==> src/rtl/writeback_stage.sv <==
// writeback_stage: MEM/WB pipeline register and writeback stage of the 5-stage
// RV32I core. Captures the M-stage instruction, holds loads until the data
// memory answers, formats load data and drives the register-file write port.
//
// Optional feature macro: WB_RETIRE_COUNT_EN (64-bit retired-instruction counter).
//
// Ports:
//   clk, rst            clock (rising edge), synchronous active-high reset
//   valid_m .. imm_val_m  M-stage instruction fields
//   dmem_rsp_valid      data memory read response valid
//   dmem_rdata          aligned 32-bit read word
//   stall_m             freezes M and earlier stages while a load is pending
//   reg_write_w, rd_w, result_w  register-file write port
//   instret_w           retired-instruction count (0 when feature disabled)
module writeback_stage #(
    parameter int unsigned ADDRESS_WIDTH = 32,
    parameter int unsigned DATA_WIDTH    = 32
) (
    input  logic                     clk,
    input  logic                     rst,
    input  logic                     valid_m,
    input  logic                     reg_write_m,
    input  logic [1:0]               res_src_m,
    input  logic [4:0]               rd_m,
    input  logic [2:0]               funct3_m,
    input  logic [DATA_WIDTH-1:0]    alu_result_m,
    input  logic [ADDRESS_WIDTH-1:0] pc_plus4_m,
    input  logic [DATA_WIDTH-1:0]    imm_val_m,
    input  logic                     dmem_rsp_valid,
    input  logic [DATA_WIDTH-1:0]    dmem_rdata,
    output logic                     stall_m,
    output logic                     reg_write_w,
    output logic [4:0]               rd_w,
    output logic [DATA_WIDTH-1:0]    result_w,
    output logic [63:0]              instret_w
);

    typedef enum logic [1:0] {
        S_IDLE    = 2'd0,
        S_COMMIT  = 2'd1,
        S_WAIT_LD = 2'd2
    } state_t;

    localparam logic [1:0] RES_ALU  = 2'b00;
    localparam logic [1:0] RES_LOAD = 2'b01;
    localparam logic [1:0] RES_PC4  = 2'b10;

    state_t                   r_state;
    state_t                   w_state_next;
    logic                     w_accept;

    logic                     r_reg_write_q;
    logic [1:0]               r_res_src_q;
    logic [4:0]               r_rd_q;
    logic [2:0]               r_funct3_q;
    logic [1:0]               r_addr_q;
    logic [DATA_WIDTH-1:0]    r_alu_q;
    logic [ADDRESS_WIDTH-1:0] r_pc_plus4_q;
    logic [DATA_WIDTH-1:0]    r_imm_q;
    logic [DATA_WIDTH-1:0]    r_load_q;

    logic [DATA_WIDTH-1:0]    w_shifted;
    logic [7:0]               w_byte;
    logic [15:0]              w_half;
    logic [DATA_WIDTH-1:0]    w_load_fmt;

    // State register
    always_ff @(posedge clk) begin
        if (rst) begin
            r_state <= S_IDLE;
        end else begin
            r_state <= w_state_next;
        end
    end

    // Next-state logic: WAIT_LD blocks acceptance until the read response
    always_comb begin
        w_state_next = r_state;
        w_accept     = (r_state != S_WAIT_LD);
        case (r_state)
            S_WAIT_LD: begin
                if (dmem_rsp_valid) begin
                    w_state_next = S_COMMIT;
                end
            end
            default: begin
                if (valid_m) begin
                    w_state_next = (res_src_m == RES_LOAD) ? S_WAIT_LD : S_COMMIT;
                end else begin
                    w_state_next = S_IDLE;
                end
            end
        endcase
    end

    // Load lane selection and extension; a[0] is irrelevant for halves
    always_comb begin
        w_shifted  = dmem_rdata >> {r_addr_q, 3'b000};
        w_byte     = w_shifted[7:0];
        w_half     = r_addr_q[1] ? dmem_rdata[31:16] : dmem_rdata[15:0];
        w_load_fmt = dmem_rdata;
        case (r_funct3_q)
            3'b000:  w_load_fmt = {{(DATA_WIDTH-8){w_byte[7]}}, w_byte};
            3'b001:  w_load_fmt = {{(DATA_WIDTH-16){w_half[15]}}, w_half};
            3'b100:  w_load_fmt = DATA_WIDTH'(w_byte);
            3'b101:  w_load_fmt = DATA_WIDTH'(w_half);
            default: w_load_fmt = dmem_rdata;
        endcase
    end

    // Capture registers and load data register
    always_ff @(posedge clk) begin
        if (rst) begin
            r_reg_write_q <= 1'b0;
            r_res_src_q   <= 2'b00;
            r_rd_q        <= 5'd0;
            r_funct3_q    <= 3'b000;
            r_addr_q      <= 2'b00;
            r_alu_q       <= '0;
            r_pc_plus4_q  <= '0;
            r_imm_q       <= '0;
            r_load_q      <= '0;
        end else begin
            if (w_accept) begin
                r_reg_write_q <= reg_write_m;
                r_res_src_q   <= res_src_m;
                r_rd_q        <= rd_m;
                r_funct3_q    <= funct3_m;
                r_addr_q      <= alu_result_m[1:0];
                r_alu_q       <= alu_result_m;
                r_pc_plus4_q  <= pc_plus4_m;
                r_imm_q       <= imm_val_m;
            end
            if ((r_state == S_WAIT_LD) && dmem_rsp_valid) begin
                r_load_q <= w_load_fmt;
            end
        end
    end

    // Writeback port; x0 writes suppressed
    assign stall_m     = (r_state == S_WAIT_LD);
    assign reg_write_w = (r_state == S_COMMIT) && r_reg_write_q && (r_rd_q != 5'd0);
    assign rd_w        = r_rd_q;

    always_comb begin
        case (r_res_src_q)
            RES_ALU:  result_w = r_alu_q;
            RES_LOAD: result_w = r_load_q;
            RES_PC4:  result_w = DATA_WIDTH'(r_pc_plus4_q);
            default:  result_w = r_imm_q;
        endcase
    end

`ifdef WB_RETIRE_COUNT_EN
    logic [63:0] r_instret;

    // Counts every committed instruction, including suppressed writes
    always_ff @(posedge clk) begin
        if (rst) begin
            r_instret <= 64'd0;
        end else if (r_state == S_COMMIT) begin
            r_instret <= r_instret + 64'd1;
        end
    end

    assign instret_w = r_instret;
`else
    assign instret_w = 64'd0;
`endif

endmodule

==> config.mk <==
export PLATFORM = sky130hd
export DESIGN_NAME = writeback_stage
export DESIGN_NICKNAME = d
export VERILOG_FILES = /design/src/rtl/writeback_stage.sv
export SDC_FILE = /design/constraint.sdc
export NUM_CORES = 1
export LEC_CHECK = 0
export BUFFER_PORTS_ARGS = -buffer_cell sky130_fd_sc_hd__buf_2
export CAP_MARGIN = 20
export CELL_PAD_IN_SITES_DETAIL_PLACEMENT = 1
export CELL_PAD_IN_SITES_GLOBAL_PLACEMENT = 1
export CORE_AREA = 4 4 169 171
export CTS_BUF_LIST = sky130_fd_sc_hd__clkbuf_8 sky130_fd_sc_hd__clkbuf_16
export DETAILED_ROUTE_END_ITERATION = 8
export DIE_AREA = 0 0 173 175
export GPL_TIMING_DRIVEN = 0
export PLACE_DENSITY = 0.62
export SLEW_MARGIN = 20
export SYNTH_ARGS = -nofsm -noshare
export SYNTH_HDL_FRONTEND = slang
export SYNTH_SLANG_ARGS = --single-unit
==> constraint.sdc <==
create_clock -name clk -period 1.5 [get_ports clk]
set_input_delay 0.15 -clock clk [delete_from_list [all_inputs] [get_ports clk]]
set_output_delay 0.15 -clock clk [all_outputs]
set_load 0.01 [all_outputs]
==> impl_summary.txt, run 1 <==
----------------------------------------------------
[Status]
  Outcome ... finished, violations left
  Violated checks ... negative setup slack

[Die]
  Chip height ... 175 um
  Die footprint ... 30300 um2
  Number of standard-cell rows in the floorplan ... 60
  Num ports ... 246
  Initial standard-cell utilization of the core ... 24.9%
  Core area ... 26900 um2
  Die X-Extent ... 173 um

[Routing]
  Via-per-instance ratio ... 4.53
  Initial DRT Pass Iterations ... 5
  Wire length per cell ... 19.0 um
  DRC violations left ... 0
  Final ANT Viol Nets ... 0
  Via count ... 6983
  Violation count after the first detailed-routing iteration ... 356
  Wire length reported by the detailed router ... 29200 um

[Clocking]
  TritonCTS clock tree ... done
  Clock-pin transition on the worst setup and hold timing paths ... 0.06 ns
  Clk_lat worst skew ... 0.42 ns
  Num CTS Buffers ... 17
  Num Clock Sinks ... 141
  Clk root buf ... sky130_fd_sc_hd__clkbuf_16
  Maximum root-to-sink buffer count ... 2
  H-tree level count ... 4

[Worst setup path]
  Crit-path most repeated cell ... sky130_fd_sc_hd__buf_12
  Startpoint of the worst-slack reg-to-reg timing path ... r_alu_q[1]$_SDFFE_PP0N_
  Critical path launch point type ... register
  Endpoint type of the worst setup path ... primary output
  Worst setup path category ... register to primary output
  Data arrival time of the critical path ... 1.73 ns
  Reg-to-reg slack, setup ... -0.13 ns
  CP required ... 1.35 ns
  Critical Path Fanout Max ... 6
  Crit path launch ... r_res_src_q[1]$_SDFFE_PP0N_
  Cell-by-cell listing of the critical path ... buf_12, buf_12, mux4_2, buf_6
  R2R Path End ... r_load_q[18]$_SDFFE_PP0P_
  Destination of the critical timing path ... result_w[14]
  CP max stage cell ... sky130_fd_sc_hd__mux4_2
  R2r worst-path depth ... 7
  Biggest cell delay along the critical path ... 0.54 ns

[Synthesis]
  Mapped Cells ... 788
  Summed instance area of the synthesized netlist ... 6690 um2
  Warnings from Yosys ... 0
  Number of synthesized flops with an enable pin ... 0
  Count of unique library cells instantiated by Yosys ... 35
  Post-synthesis sequential area ratio ... 42.2%
  Syn avg cell area ... 8.49 um2
  Flop and latch count out of synthesis ... 141
  Post-synthesis async set-or-reset flop share ... 0%
  Main flop type after synthesis ... sky130_fd_sc_hd__dfxtp_1

[Final layout]
  Area of the multi-input gates ... 3610 um2
  Core occupancy in the finished layout ... 41.1%
  Count of filler cells inserted in the layout ... 3117
  Area delta synth->final ... 65.1%
  Area of all placed cells without fillers ... 11100 um2
  Sequential cell area in the final layout ... 2830 um2
  Share of final-layout standard cells stronger than drive strength 1 ... 37.1%
  Net total in the final layout ... 1328

[Power and ir drop]
  Gate power share ... 18.6%
  Sequential power share ... 37.2%
  Static leakage ... 4.85 nW
  Switching share of power ... 25.3%
  Design internal power ... 8.18 mW
  PD cells ... 991 nW/um2
  Net switching power of the design ... 2.78 mW
  Clock power share ... 44.1%
  VDD IR-drop max ... 0.684 mV

[Placement]
  Global placement routability congestion ... 0.864
  Count of buffers inserted at the top-level ports ... 181
  Placed cell area ... 8260 um2
  Post-DP HPWL ... 20700 um
  Setup slack after placement ... -0.601 ns

[STA]
  Final critical-path share of the clock period ... 125%
  Total negative slack for setup checks ... -12.25 ns
  Setup repair after global routing missed its margin ... true
  Worst path setup slack after routing ... -0.381 ns
  Worst clock skew on the final layout ... 0.00794 ns
  Highest attainable clock frequency ... 532 MHz
  # setup viols final ... 57
  Actual slew at the worst max-slew pin ... 0.839 ns
  Number of failing hold endpoints at the final stage ... 0
  Post-route minimum period ... 1.88 ns
  Total count of max-transition violations in the final report ... 0
  Tightest slew margin relative to the limit ... 44.1%

[Global route]
  Total Routing Usage GR ... 18.8%
  Wire length of the first global-routing pass ... 44000 um
  Largest net degree at the start of global routing ... 17
  Number of antenna violations at the first check in global routing ... 6
  Vias in the first global route ... 7279
  Global-route congestion overflow total ... 0

[Min path]
  Type of the most critical hold path ... input pin to register

[Job]
  Reported max-cap violation count ... 0

----------------------------------------------------
==> cells in the mapped netlist, types with 3 or more instances <==
cell / number / area (um2)
sky130_fd_sc_hd__a221oi_1: 6 / 52.6
sky130_fd_sc_hd__nand2_1: 247 / 927
sky130_fd_sc_hd__mux2i_2: 3 / 41.3
sky130_fd_sc_hd__nor3_1: 4 / 20.0
sky130_fd_sc_hd__nand3_1: 10 / 50.1
sky130_fd_sc_hd__a211oi_2: 10 / 125
sky130_fd_sc_hd__a311oi_1: 7 / 61.3
sky130_fd_sc_hd__clkbuf_1: 30 / 113
sky130_fd_sc_hd__a21oi_1: 118 / 591
sky130_fd_sc_hd__nand2b_1: 4 / 25.0
sky130_fd_sc_hd__nand3b_1: 8 / 60.1
sky130_fd_sc_hd__dfxtp_1: 141 / 2820
sky130_fd_sc_hd__buf_2: 28 / 140
sky130_fd_sc_hd__buf_4: 65 / 488
sky130_fd_sc_hd__o31ai_1: 7 / 52.6
sky130_fd_sc_hd__mux4_2: 32 / 721
sky130_fd_sc_hd__a211oi_1: 8 / 60.1
sky130_fd_sc_hd__mux2i_1: 8 / 80.1
sky130_fd_sc_hd__nor2_1: 27 / 101
sky130_fd_sc_hd__inv_1: 3 / 11.3
sky130_fd_sc_hd__o21ai_0: 6 / 30.0
==> routing by layer <==
layer,track usage [%],part of all wire [%]
met2,32.5,49
met5,0,0.12
met1,24.5,43
met4,2.89,1.0
met3,4.67,6.1
==> registers in the layout, summed over array words and instances, names as in the netlist <==
name           flops
r_alu_q           31
rd_w               5
r_res_src_q        2
r_load_q          32
r_funct3_q         3
r_addr_q           1
r_state            2
r_pc_plus4_q      32
r_reg_write_q      1
r_imm_q           32
==> cell usage in the layout, fill, tap and decap left out, types with 7 or more instances in the layout <==
| master | instances |
|---|---|
| sky130_fd_sc_hd__o31ai_1 | 7 |
| sky130_fd_sc_hd__a211oi_2 | 17 |
| sky130_fd_sc_hd__clkbuf_1 | 14 |
| sky130_fd_sc_hd__buf_2 | 156 |
| sky130_fd_sc_hd__buf_4 | 89 |
| sky130_fd_sc_hd__nand2_1 | 247 |
| sky130_fd_sc_hd__a21oi_1 | 112 |
| sky130_fd_sc_hd__nand3b_1 | 8 |
| sky130_fd_sc_hd__buf_6 | 45 |
| sky130_fd_sc_hd__nand3_1 | 10 |
| sky130_fd_sc_hd__dfxtp_1 | 135 |
| sky130_fd_sc_hd__conb_1 | 64 |
| sky130_fd_sc_hd__dlygate4sd3_1 | 103 |
| sky130_fd_sc_hd__clkbuf_2 | 10 |
| sky130_fd_sc_hd__nor2_1 | 26 |
| sky130_fd_sc_hd__mux2i_4 | 8 |
| sky130_fd_sc_hd__mux4_2 | 32 |
| sky130_fd_sc_hd__buf_12 | 10 |
| sky130_fd_sc_hd__clkbuf_16 | 17 |
==> critical path, delay by kind of cell, from the launching register on <==
family / cells / cell delay (ns)
mux: 1 / 0.54
flops: 1 / 0.34
buf+inv: 3 / 0.42
==> kinds of logic (layout without fill, tap and decap cells) <==
logic type             after synthesis  count (layout)  synth area share [%]
and+or+nand+nor                    305             305                  18.2
AOI/OAI and AO/OA                  167             167                  15.3
DFF                                141             141                  42.2
buffers and inverters              131             477                  11.7
muxes                               43              43                  12.6
other                                1              66                0.0560
==> power groups by stage <==
| stage | Sequential [mW] | Combinational [mW] | Clock [mW] |
|---|---|---|---|
| after global routing | 4.10 | 2.20 | 5.11 |
| after global placement | 4.14 | 1.42 | 0 |
| after floorplan | 4.10 | 0.882 | 0 |
| after CTS | 4.07 | 1.93 | 4.91 |
| final | 4.08 | 2.04 | 4.84 |
| after detailed placement | 4.15 | 1.44 | 0 |
==> worst min path at each step <==
stage	from	endpoint	slack [ns]	depth (start not counted)
after global placement	pc_plus4_m[23]	r_pc_plus4_q[23]$_SDFFE_PP0N_	0.40	3
after detailed placement	pc_plus4_m[22]	r_pc_plus4_q[22]$_SDFFE_PP0N_	0.40	3
after floorplan	alu_result_m[0]	r_addr_q[0]$_SDFFE_PP0N_	0.29	2
final	dmem_rdata[17]	r_load_q[17]$_SDFFE_PP0P_	0.02	3
after CTS	dmem_rdata[18]	r_load_q[18]$_SDFFE_PP0P_	0.001	3
after global routing	dmem_rdata[21]	r_load_q[21]$_SDFFE_PP0P_	0.01	3
==> through the flow <==
| stage | total power [mW] | cells | hold WS, ns |
|---|---|---|---|
| after detailed placement | 5.58 | 1373 | 0.400 |
| after CTS | 10.9 | 1535 | 0.00110 |
| final | 11.0 | 1540 | 0.0199 |
| after global placement | 5.56 | 1373 | 0.400 |
| after global routing | 11.4 | 1540 | 0.0141 |
| after floorplan | 4.99 | 851 | 0.290 |
==> cell type report <==
type,count,area share (%)
well taps,341,3.86
repair buffers,318,22.9
clock inverters,13,2.02
inverters,5,0.192
diodes,2,0.0453
flip-flops and latches,141,25.6
plain buffers,123,8.77
clock buffers,18,3.97
multi-input cells,579,32.6
==> what timing repair did <==
item | in CTS | in global routing
buffers inserted | 27 | 7
gates cloned | 4 | 0
pin swaps | 6 | 9
gates resized for setup | 124 | 74
endpoints found under the setup margin | 172 | 142
endpoints found under the hold margin | 104 | 0
hold buffers | 103 | 0
No activity file was read; power rests on OpenSTA's default activity.
==> run 2: changes to the inputs <==
--- a/config.mk
+++ b/config.mk
@@ -15,6 +15,7 @@
 export DIE_AREA = 0 0 173 175
 export GPL_TIMING_DRIVEN = 0
 export PLACE_DENSITY = 0.62
+export SETUP_SLACK_MARGIN = 0.15
 export SLEW_MARGIN = 20
 export SYNTH_ARGS = -nofsm -noshare
 export SYNTH_HDL_FRONTEND = slang
==> run 2 against run 1 <==
The run still ends with negative setup slack left. Sequential power increased by 2%. Combinational power increased by 32%. Total power increased by 11%. Sequential cell count unchanged. Clock skew increased by 0.0063 ns. Routed wire length increased by 17%. First-iteration DRC count decreased by 7.3%. Global-route usage increased by 1.1 points. Die area unchanged.
==> impl_summary.txt, run 2 (synthesized netlist as in run 1, its figures left out) <==
----------------------------------------------------
[Clocking]
  Clk_lat worst skew ... 0.43 ns (about the same)
  Clock-pin transition on the worst setup and hold timing paths ... 0.07 ns (about the same)
  Num Clock Sinks ... 141 (unchanged)
  Clk root buf ... sky130_fd_sc_hd__clkbuf_16
  Num CTS Buffers ... 17 (unchanged)
  H-tree level count ... 4 (unchanged)
  TritonCTS clock tree ... done
  Maximum root-to-sink buffer count ... 2 (unchanged)

[Worst setup path]
  R2r worst-path depth ... 8 (+1)
  Critical path launch point type ... register
  Startpoint of the worst-slack reg-to-reg timing path ... r_alu_q[1]$_SDFFE_PP0N_
  CP required ... 1.35 ns (about the same)
  Critical Path Fanout Max ... 5 (-1)
  R2R Path End ... r_load_q[29]$_SDFFE_PP0P_
  Data arrival time of the critical path ... 1.75 ns (+0.02 ns)
  Reg-to-reg slack, setup ... -0.23 ns (-0.10 ns)
  Endpoint type of the worst setup path ... primary output
  Worst setup path category ... register to primary output

[Routing]
  Initial DRT Pass Iterations ... 5 (unchanged)
  Wire length per cell ... 21.4 um (+13%)
  Wire length reported by the detailed router ... 34200 um (+17%)
  Final ANT Viol Nets ... 0 (unchanged)
  Via-per-instance ratio ... 4.71 (+4.0%)
  Violation count after the first detailed-routing iteration ... 330 (-7.3%)
  Via count ... 7534 (+7.9%)
  DRC violations left ... 0 (unchanged)

[Global route]
  Total Routing Usage GR ... 19.9% (+1.1 points)
  Vias in the first global route ... 7746 (+6.4%)
  Number of antenna violations at the first check in global routing ... 4 (-2)
  Global-route congestion overflow total ... 0 (unchanged)
  Wire length of the first global-routing pass ... 46600 um (+6.0%)
  Largest net degree at the start of global routing ... 17 (unchanged)

[Job]
  Reported max-cap violation count ... 0 (unchanged)

[STA]
  Total count of max-transition violations in the final report ... 0 (unchanged)
  # setup viols final ... 68 (+19%)
  Setup repair after global routing missed its margin ... true
  Highest attainable clock frequency ... 527 MHz (-0.82%)
  Hold Slack ... 0.0141 ns (-0.00583 ns)
  Worst path setup slack after routing ... -0.397 ns (-0.0156 ns)
  Final critical-path share of the clock period ... 126% (+1.0 points)
  Worst clock skew on the final layout ... 0.0143 ns (+0.00632 ns)
  Tightest slew margin relative to the limit ... 37.5% (-6.6 points)
  Number of failing hold endpoints at the final stage ... 0 (unchanged)
  Post-route minimum period ... 1.90 ns (+0.0156 ns)
  Actual slew at the worst max-slew pin ... 0.937 ns (+0.0985 ns)
  Total negative slack for setup checks ... -15.63 ns (-3.38 ns)

[Final layout]
  Number of antenna cells inserted ... 0 (-2)
  Count of filler cells inserted in the layout ... 2877 (-7.7%)
  Share of final-layout standard cells stronger than drive strength 1 ... 62.2% (+25 points)
  Commonest cells after routing, fill and taps aside ... sky130_fd_sc_hd__buf_2, sky130_fd_sc_hd__dfxtp_1, sky130_fd_sc_hd__nand2_4
  Area delta synth->final ... 107%
  Net total in the final layout ... 1387 (+4.4%)
  Commonest non-fill, non-tap cell in the layout ... sky130_fd_sc_hd__buf_2
  Fin cells ... 1598 (+3.8%)
  Biggest regs ... r_imm_q (32), r_load_q (32), r_pc_plus4_q (32)

[Die]
  Die footprint ... 30300 um2 (unchanged)
  Die X-Extent ... 173 um (unchanged)
  Initial standard-cell utilization of the core ... 24.9% (unchanged)
  Number of standard-cell rows in the floorplan ... 60 (unchanged)
  Core area ... 26900 um2 (unchanged)
  Num ports ... 246 (unchanged)
  Chip height ... 175 um (unchanged)

[Min path]
  Hold depth ... 3 (unchanged)
  Critical hold path startpoint ... funct3_m[1]
  Worst Hold Endpoint ... r_funct3_q[1]$_SDFFE_PP0N_
  Type of the most critical hold path ... input pin to register

[Power and ir drop]
  Switching share of power ... 26.5% (+1.2 points)
  PD cells ... 875 nW/um2 (-12%)
  Static leakage ... 6.59 nW (+36%)
  VDD IR-drop max ... 0.637 mV (-6.8%)
  Design internal power ... 8.90 mW (+8.9%)
  Gate power share ... 22.2% (+3.6 points)
  Clock power share ... 43.5% (-0.6 points)
  Net switching power of the design ... 3.21 mW (+16%)
  Sequential power share ... 34.2% (-3.0 points)

[Placement]
  Global placement routability congestion ... 0.859 (-0.57%)
  Count of buffers inserted at the top-level ports ... 181 (unchanged)
  # placed instances ... 1373 (unchanged)
  Post-DP HPWL ... 20700 um (about the same)
  Setup slack after placement ... -0.626 ns (-0.0248 ns)

[Status]
  Outcome ... finished, violations left
  Violated checks ... negative setup slack

----------------------------------------------------
## run 2: cell count changes in the layout (fill, tap and decap cells not counted), sizes merged
cell         delta
bufinv          +1
clkbuf         +10
diode           -2
clkinv          -4
dlygate4sd3     +7
buf            +47
bufbuf          -1
## run 2: worst max path at each step
| stage | from | end | slack [ns] | depth (start not counted) |
|---|---|---|---|---|
| floorplan | r_alu_q[1]$_SDFFE_PP0N_ | r_load_q[20]$_SDFFE_PP0P_ | 0.09 | 6 |
| global placement | r_state[0]$_SDFFE_PP0P_ | r_alu_q[1]$_SDFFE_PP0N_ | -0.60 | 6 |
| detailed placement | r_state[0]$_SDFFE_PP0P_ | r_alu_q[1]$_SDFFE_PP0N_ | -0.63 | 6 |
| CTS | r_res_src_q[0]$_SDFFE_PP0N_ | result_w[25] | -0.43 | 4 |
| global route | r_res_src_q[1]$_SDFFE_PP0N_ | result_w[4] | -0.44 | 4 |
| finish | r_res_src_q[1]$_SDFFE_PP0N_ | result_w[4] | -0.40 | 4 |
## run 2: per-stage QoR
step / utilization (%) / instance area (um2) / power (mW)
finish: 51.5 / 13800 / 12.1
CTS: 44.1 / 11900 / 11.6
global route: 51.5 / 13800 / 12.5
floorplan: - / 6980 / 5.00
global placement: 30.9 / 8310 / 5.58
detailed placement: 30.9 / 8310 / 5.60
## run 2: area by class of cell
cell class                      instances  area (um2)  share of cell area, %
Multi-Input combinational cell        579        5080                   36.7
Clock inverter                         10         230                   1.66
Inverter                                5        21.3                  0.154
Tap cell                              341         427                   3.08
Timing Repair Buffer                  375        3480                   25.1
Clock buffer                           22         494                   3.57
Sequential cell                       141        2840                   20.5
Buffer                                125        1270                   9.18
## run 2: per-layer routing
layer,track usage [%],vias to the layer above,wire [um]
li1,-,3487,-
met1,25.1,3762,14400
met2,34.5,237,17700
met3,5.28,40,1570
met4,4.06,8,512
met5,0,-,39
## run 2: power by group through the flow
stage | logic (mW) | clock network, mW | registers, mW
after floorplan | 0.899 | 0 | 4.10
after global placement | 1.44 | 0 | 4.14
after detailed placement | 1.45 | 0 | 4.14
after CTS | 2.15 | 5.32 | 4.09
after global routing | 2.86 | 5.50 | 4.17
final | 2.70 | 5.27 | 4.15
## run 2: timing repair
| item | in CTS | in global routing |
|---|---|---|
| endpoints found under the hold margin | 110 | 1 |
| setup endpoints to repair | 175 | 175 |
| pin swaps | 70 | 124 |
| gates cloned | 7 | 13 |
| buffers inserted | 39 | 25 |
| resized for setup | 320 | 384 |
| hold buffers | 109 | 1 |
## run 2: critical path, cell delays in order (launching register included)
cell and delay, ns:
sky130_fd_sc_hd__dfxtp_2 0.34, sky130_fd_sc_hd__buf_8 0.15, sky130_fd_sc_hd__clkbuf_16 0.17, sky130_fd_sc_hd__mux4_2 0.51, sky130_fd_sc_hd__buf_6 0.14
